--- config.mk ---
export PLATFORM = sky130hd
export DESIGN_NAME = reg_file
export DESIGN_NICKNAME = d
export VERILOG_FILES = /design/src/rtl/reg_file_pkg.sv /design/src/rtl/reg_file_read_port.sv /design/src/rtl/reg_file.sv
export SDC_FILE = /design/constraint.sdc
export NUM_CORES = 2
export LEC_CHECK = 0
export CAP_MARGIN = 20
export CORE_UTILIZATION = 50
export CTS_BUF_LIST = sky130_fd_sc_hd__clkbuf_2 sky130_fd_sc_hd__clkbuf_4 sky130_fd_sc_hd__clkbuf_8
export DETAILED_ROUTE_END_ITERATION = 10
export GPL_ROUTABILITY_DRIVEN = 0
export PLACE_DENSITY = 0.72
export SYNTH_ARGS = -nofsm -noshare
export SYNTH_HDL_FRONTEND = slang
export SYNTH_SLANG_ARGS = --single-unit
--- constraint.sdc ---
create_clock -name clk -period 7.6 [get_ports clk]
set_input_delay 2.28 -clock clk [delete_from_list [all_inputs] [get_ports clk]]
set_output_delay 2.28 -clock clk [all_outputs]
set_load 0.1 [all_outputs]
--- src/rtl/reg_file_pkg.sv ---
// Shared widths for the register file, ROB, RS and LSB, plus the read-port
// source selector used by the operand lookups.
package reg_file_pkg;

  localparam int REG_IDX_W     = 5;
  localparam int DEF_ROB_POS_W = 4;
  localparam int DEF_XLEN      = 32;
  localparam int DEF_REG_NUM   = 32;

  typedef enum logic [1:0] {
    RD_ZERO,
    RD_BYPASS,
    RD_STORED
  } rd_src_e;

endpackage

--- src/rtl/reg_file_read_port.sv ---
// One combinational operand lookup: x0 forcing, same-cycle commit bypass,
// otherwise the stored value/busy/tag of the selected register.
module reg_file_read_port
  import reg_file_pkg::*;
#(
  parameter int XLEN      = DEF_XLEN,
  parameter int ROB_POS_W = DEF_ROB_POS_W
) (
  input  logic [REG_IDX_W-1:0] idx,
  input  logic [XLEN-1:0]      st_val,
  input  logic                 st_busy,
  input  logic [ROB_POS_W-1:0] st_tag,
  input  logic                 rdy,
  input  logic                 reg_write,
  input  logic [REG_IDX_W-1:0] reg_rd,
  input  logic [XLEN-1:0]      reg_val,
  input  logic [ROB_POS_W-1:0] commit_rob_pos,
  output logic [XLEN-1:0]      val,
  output logic                 busy,
  output logic [ROB_POS_W-1:0] rob_pos
);

  rd_src_e src;

  always_comb begin
    src = RD_STORED;
    if (idx == '0)
      src = RD_ZERO;
    else if (rdy && reg_write && reg_rd == idx && st_busy && st_tag == commit_rob_pos)
      src = RD_BYPASS;
  end

  // rob_pos keeps reporting the stored tag even on a bypass hit.
  always_comb begin
    val     = st_val;
    busy    = st_busy;
    rob_pos = st_tag;
    unique case (src)
      RD_ZERO: begin
        val     = '0;
        busy    = 1'b0;
        rob_pos = '0;
      end
      RD_BYPASS: begin
        val  = reg_val;
        busy = 1'b0;
      end
      default: ;
    endcase
  end

endmodule

--- src/rtl/reg_file.sv ---
// Architectural register file with per-register rename tags; receives ROB
// commits and rollback, and serves two operand lookups with commit bypass.
module reg_file
  import reg_file_pkg::*;
#(
  parameter int XLEN      = DEF_XLEN,
  parameter int REG_NUM   = DEF_REG_NUM,
  parameter int ROB_POS_W = DEF_ROB_POS_W
) (
  input  logic                 clk,
  input  logic                 rst_n,
  input  logic                 rdy,
  input  logic                 rollback,
  input  logic                 issue,
  input  logic [REG_IDX_W-1:0] issue_rd,
  input  logic [ROB_POS_W-1:0] issue_rob_pos,
  input  logic                 reg_write,
  input  logic [REG_IDX_W-1:0] reg_rd,
  input  logic [XLEN-1:0]      reg_val,
  input  logic [ROB_POS_W-1:0] commit_rob_pos,
  input  logic [REG_IDX_W-1:0] rs1,
  output logic [XLEN-1:0]      rs1_val,
  output logic                 rs1_busy,
  output logic [ROB_POS_W-1:0] rs1_rob_pos,
  input  logic [REG_IDX_W-1:0] rs2,
  output logic [XLEN-1:0]      rs2_val,
  output logic                 rs2_busy,
  output logic [ROB_POS_W-1:0] rs2_rob_pos
);

  logic [REG_NUM-1:0][XLEN-1:0]      val_q;
  logic [REG_NUM-1:0]                busy_q;
  logic [REG_NUM-1:0][ROB_POS_W-1:0] tag_q;

  logic commit_we;
  logic issue_we;

  assign commit_we = reg_write && reg_rd != '0;
  assign issue_we  = issue && issue_rd != '0;

  // Later assignments override earlier ones: rollback beats issue, and both
  // beat the commit's busy clear, which gives issue-wins on a shared rd.
  always_ff @(posedge clk or negedge rst_n) begin
    if (!rst_n) begin
      val_q  <= '0;
      busy_q <= '0;
      tag_q  <= '0;
    end else if (rdy) begin
      if (commit_we) begin
        val_q[reg_rd] <= reg_val;
        if (busy_q[reg_rd] && tag_q[reg_rd] == commit_rob_pos)
          busy_q[reg_rd] <= 1'b0;
      end
      if (rollback) begin
        busy_q <= '0;
      end else if (issue_we) begin
        busy_q[issue_rd] <= 1'b1;
        tag_q[issue_rd]  <= issue_rob_pos;
      end
    end
  end

  reg_file_read_port #(
    .XLEN      (XLEN),
    .ROB_POS_W (ROB_POS_W)
  ) u_rd1 (
    .idx            (rs1),
    .st_val         (val_q[rs1]),
    .st_busy        (busy_q[rs1]),
    .st_tag         (tag_q[rs1]),
    .rdy            (rdy),
    .reg_write      (reg_write),
    .reg_rd         (reg_rd),
    .reg_val        (reg_val),
    .commit_rob_pos (commit_rob_pos),
    .val            (rs1_val),
    .busy           (rs1_busy),
    .rob_pos        (rs1_rob_pos)
  );

  reg_file_read_port #(
    .XLEN      (XLEN),
    .ROB_POS_W (ROB_POS_W)
  ) u_rd2 (
    .idx            (rs2),
    .st_val         (val_q[rs2]),
    .st_busy        (busy_q[rs2]),
    .st_tag         (tag_q[rs2]),
    .rdy            (rdy),
    .reg_write      (reg_write),
    .reg_rd         (reg_rd),
    .reg_val        (reg_val),
    .commit_rob_pos (commit_rob_pos),
    .val            (rs2_val),
    .busy           (rs2_busy),
    .rob_pos        (rs2_rob_pos)
  );

endmodule

Word level (Yosys, flattened, before mapping)
Cells that the tools add are included.
Cells by class
  add/sub/neg operators: 0
  bitwise operators: 4
  shift operators: 0
  reductions and logical operators: 22
  equality and inequality tests: 7
  multipliers: 0
  divide/modulo/power cells: 0
  muxes and demuxes: 41
  order comparisons: 6
Operators with widths (count)
  1024-bit bitwise mux: 1
  32-bit binary-select mux with 5-bit select: 2
  32-bit two-way mux: 8
  32-bit demux with 5-bit select: 1
  128-bit bitwise mux: 1
  32-bit one-hot mux with 2 select lines: 2
  4-bit binary-select mux with 5-bit select: 3
  32-bit AND: 1
  32-bit NOT: 1
  32-bit bitwise OR: 1
  5-bit by 6-bit less-than comparator with 1-bit output, second input constant: 4
  4-bit two-way mux: 6
  4-bit demux with 5-bit select: 1
  1-bit binary-select mux with 5-bit select: 3
  4-bit == test: 3
  1-bit logical AND: 12
  1-bit demux with 5-bit select: 2
  5-bit == test: 2
  5-bit by 1-bit greater-or-equal comparator with 1-bit output, second input constant: 2
  5-bit logical NOT: 2
  5-bit nonzero test: 2
  2-bit two-way mux: 4
  1-bit two-way mux: 7
  2-bit by 1-bit == test with 1-bit output, second input constant: 2
  5 further kinds: 7
Storage, ports and cells
  latch bits: 0
  bits in writable memories: 0
  memory bits (read-only): 0
  output and inout port bits: 74
  bits of input ports: 66
  memories kept: 0
  register bits after elaboration: 1184

Longest topological paths before layout
  depth in word-level cells: 12
  depth in mapped cells: 12

Cells and area by module
A second synthesis with hierarchy kept.
Unflattened totals
  cell total of the unflattened synthesis: 4342
  area, all modules: 65616.7 um2
By module, submodules not included
  reg_file: cells an instance 4086, times used 1, area each 64032.7 um2
  reg_file_read_port: cells an instance 128, times used 2, area each 792.0 um2

Worst setup path after synthesis
Ideal clock, no wire load.
  kind: input port to output port
  from: in rs2[2]
  to: out rs2_val[5]
  stages: 10
  slack: -1.170 ns
  arrival time: 6.490 ns
  buffers on the path: 3
  cells stage by stage: clkbuf_1 -> buf_2 -> mux4_2 -> a22o_1 -> a31oi_1 -> a21o_1 -> o2111ai_1 -> or3_1 -> buf_2 -> a211oi_1
Between the ends
  longest elaborated chain between the ends: 8
  elaborated cells between the ends (all ways): 17
  those cells by class: 3 x eq/ne; 9 x mux; 5 x reduce/logical
RTL lines
  start, declared: RTL line reg_file.sv:25  | input logic [REG_IDX_W-1:0] rs2,
  4-bit binary-select mux with 5-bit select (tied with other cells): RTL line reg_file.sv:88  | .st_tag (tag_q[rs2]),
  4-bit two-way mux (implied by the code) (tied with other cells): RTL line reg_file.sv:88
  4-bit == test / 1-bit logical AND (equally long branches): RTL line reg_file_read_port.sv:29  | else if (rdy && reg_write && reg_rd == idx && st_busy && st_tag == commit_rob_pos)
  1-bit logical AND: RTL line reg_file_read_port.sv:29
  2-bit two-way mux: RTL line reg_file_read_port.sv:29
  2-bit two-way mux: RTL line reg_file_read_port.sv:27  | if (idx == '0)
  2-bit by 1-bit == test with 1-bit output / 2-bit logical NOT (equally long branches): RTL line reg_file_read_port.sv:38  | unique case (src)
  32-bit one-hot mux with 2 select lines (*): RTL line reg_file_read_port.sv:38
  end, declared: RTL line reg_file.sv:26  | output logic [XLEN-1:0] rs2_val,
Every way passes the cells marked *; elsewhere a longest branch is shown, timed or not. The select of a mux whose other input is x is not followed.

Worst setup path after layout
  from: in rs1[1]
  to: out rs1_val[10]
Between the ends
  longest elaborated chain between the ends: 8
  elaborated cells between the ends (all ways): 17
  those cells by class: 3 x eq/ne; 9 x mux; 5 x reduce/logical
RTL lines
  start, declared: RTL line reg_file.sv:21  | input logic [REG_IDX_W-1:0] rs1,
  4-bit binary-select mux with 5-bit select (tied with other cells): RTL line reg_file.sv:70  | .st_tag (tag_q[rs1]),
  4-bit two-way mux (implied by the code) (tied with other cells): RTL line reg_file.sv:70
  4-bit == test / 1-bit logical AND (equally long branches): RTL line reg_file_read_port.sv:29
  1-bit logical AND: RTL line reg_file_read_port.sv:29
  2-bit two-way mux: RTL line reg_file_read_port.sv:29
  2-bit two-way mux: RTL line reg_file_read_port.sv:27
  2-bit by 1-bit == test with 1-bit output / 2-bit logical NOT (equally long branches): RTL line reg_file_read_port.sv:38
  32-bit one-hot mux with 2 select lines (*): RTL line reg_file_read_port.sv:38
  end, declared: RTL line reg_file.sv:22  | output logic [XLEN-1:0] rs1_val,
Marked as above.

==> metrics <==
leakage power 33.1 nW; total track usage between 30 and 40%; Worst path max stage delay between 500 and 600 ps; Worst EP required 5320 ps; multi-input logic area roughly 35000 um^2; Nets ~4400; Final Max Slew Viols 0; Synth-to-Final Area Change 14.6%; register area approximately 30000 um^2; Synth top area share around 45%; Std-Cell Rows between 100 and 150; critical-path maximum fanout 17; synth top area cells dfrtp_1 45%, mux4_2 25%, mux2_2 19%; H-tree depth 4; initial antenna violation count 3; WL final between 150000 and 200000 um; CP dominant cell by count buf_12; Critical-path top delay cell mux4_1; f_max ~0.13 GHz; worst path cell trace buf_8 -> buf_12 -> mux4_1 -> a32o_1 -> nor4_2 -> o21ai_1 -> nor4_4 -> buf_6 -> buf_12 -> mux2i_1 -> buf_12; DP HPWL approximately 120000 um; vias after detailed routing ~42000; drt drc 0; Mapped Area approximately 66000 um^2; fin util slightly below 60%; drt pass-1 iters 7; die area ~130000 um^2; max-cap violations 0; CTS tree built; area of the core 130000 um^2; Fin. Hold Viols 0; Fin Hold WS roughly 390 ps; Fill cells 9985; synth unique cells 63; worst hold path type reg -> reg; Syn Nets 4328; clk_skew roughly 47 ps; post-synthesis sequential area ratio approximately 45%; post-route insts no fill about 6200; CP arrival approximately 5200 ps; critical path launch point type primary input; synth cell count leaders 1184 x dfrtp_1, 1120 x mux2_2, 738 x mux4_2; Final setup viols 0; Final ANT Viol Nets 0; largest net degree at the start of global routing between 150 and 200; first-pass GRT wire length approximately 300000 um; worst slew pin tran 1230 ps; io pins 140; crit path capture type output port; # port buffers approximately 140; detail-routed net length per standard cell around 32 um; Crit Path Class in -> out; Power Density ~240 nW/um^2; number of global-route vias before repair 43700; Worst-path clk slew approximately 60 ps; fin crit share about 99%; count of state elements after synthesis around 1200; placed cells ~6000; Peak supply drop roughly 0.00014 V; total congestion overflow 0; CTS hold repair buffers 0; CP Buf/Inv Count 5; post-synth top area cell dfrtp_1; iteration-0 DRC count of the detailed router 4844; DR vias/cell between 6 and 7; Synth async-reset ratio between 90% and 100%; Root Driver clkbuf_8; Mean Syn Cell Area 15.5 um^2; fin crit period between 7000 and 8000 ps; worst rel slew slack between 10% and 20%; RSZ-0062 raised after global routing no; CTS max path bufs 3; Largest delay share family, worst path buffers and inverters; Tot Pwr 17.9 mW; R2R setup slack about 4600 ps; Syn. warnings 0; outcome completed; Syn Inst Count 4262; layout cells sized above 1 58.6%; most numerous cell in the Yosys netlist dfrtp_1; Clock Latency Late Sink roughly 940 ps; CTS Buf Count 195; Die Y 365 um; CTS sink count between 1000 and 1500; die width 365 um; Post-synth EDFFs 0; top_reg_cell synth dfrtp_1; initial core utilization between 50% and 60%
[cells in the final DEF (no fill, tap or decap), types with 26 or more instances in the layout]
| cell type | instances |
|---|---|
| a211oi_4 | 32 |
| clkbuf_4 | 56 |
| buf_4 | 186 |
| nand3_1 | 27 |
| clkinv_2 | 26 |
| buf_12 | 116 |
| mux2i_1 | 108 |
| a22oi_1 | 30 |
| mux4_2 | 738 |
| nor2_1 | 34 |
| mux2_2 | 1120 |
| nor4_1 | 34 |
| clkbuf_8 | 254 |
| dfrtp_1 | 1184 |
| clkdlybuf4s50_1 | 52 |
| nand2_1 | 196 |
[sequential cells by signal, indices dropped and copies added, names as in the netlist]
name	flops
val_q	1024
tag_q	128
busy_q	32
[routing by layer]
metal | track usage (%) | up-vias | share of wire [%]
li1 | - | 16800 | -
met1 | 41.3 | 23100 | 39
met4 | 14.5 | 0 | 4.8
met5 | 0 | - | 0
met3 | 6.67 | 520 | 8.1
met2 | 47.4 | 2105 | 48
[worst reg2reg max path: cells and delay by family, from the launching register on]
kind	cells	cell delay (ps)
AO/OA/AOI/OAI	2	440
buffers and inverters	1	330
AND/OR/NAND/NOR	3	950
XOR/XNOR	1	210
flip-flops	1	460
multiplexers	1	490
[per-stage QoR]
| stage | instance area [um^2] | TNS, ps | setup slack (ps) |
|---|---|---|---|
| floorplan | 66100 | -21270 | -674 |
| global placement | 70800 | -711 | -86.9 |
| detailed placement | 70900 | -549 | -61.6 |
| CTS | 75300 | 0 | 0.353 |
| global route | 75500 | 0 | 1.05 |
| finish | 75500 | 0 | 88.1 |
[cells by family (layout without fill, tap and decap cells)]
| family | count (synthesis) | after routing | synth area share, % |
|---|---|---|---|
| compound gates | 144 | 144 | 1.84 |
| simple gates | 447 | 447 | 3.36 |
| buf+inv | 491 | 734 | 3.24 |
| flops | 1184 | 1184 | 45.0 |
| xor+xnor | 19 | 19 | 0.253 |
| other cells | 0 | 2 | 0 |
| mux | 1977 | 1977 | 46.3 |
[where the power goes]
group	switching (mW)	internal, mW
Combinational	1.85	2.09
Clock	2.78	3.52
Sequential	0.578	7.08
Total	5.20	12.7
[cell type report]
type | instances | area share (%)
antenna | 2 | 0.00663
multi-input combinational | 2587 | 46.0
timing repair buffer | 371 | 5.94
clock inverter | 48 | 0.691
tap | 1742 | 2.89
sequential | 1184 | 39.3
clock buffer | 309 | 5.17
inverter | 6 | 0.0315
[final timing paths]
check	startpoint	end	cells after the start
max	rs1[1]	rs1_val[10]	11
min	val_q[10]$_DFFE_PN0P_	val_q[10]$_DFFE_PN0P_	0
max reg2reg	tag_q[72]$_DFFE_PN0P_	busy_q[2]$_DFFE_PN0P_	8
min reg2reg	val_q[10]$_DFFE_PN0P_	val_q[10]$_DFFE_PN0P_	0
max in group asynchronous	rst_n	val_q[773]$_DFFE_PN0P_	2
min in group asynchronous	rst_n	val_q[61]$_DFFE_PN0P_	1
[timing repair]
item | 4_1_cts | 5_1_grt
pin swaps | 3 | 2
endpoints found under the setup margin | 33 | 64
setup buffers | 2 | 0
resized for setup | 5 | 21
No activity file was read; power rests on OpenSTA's default activity.
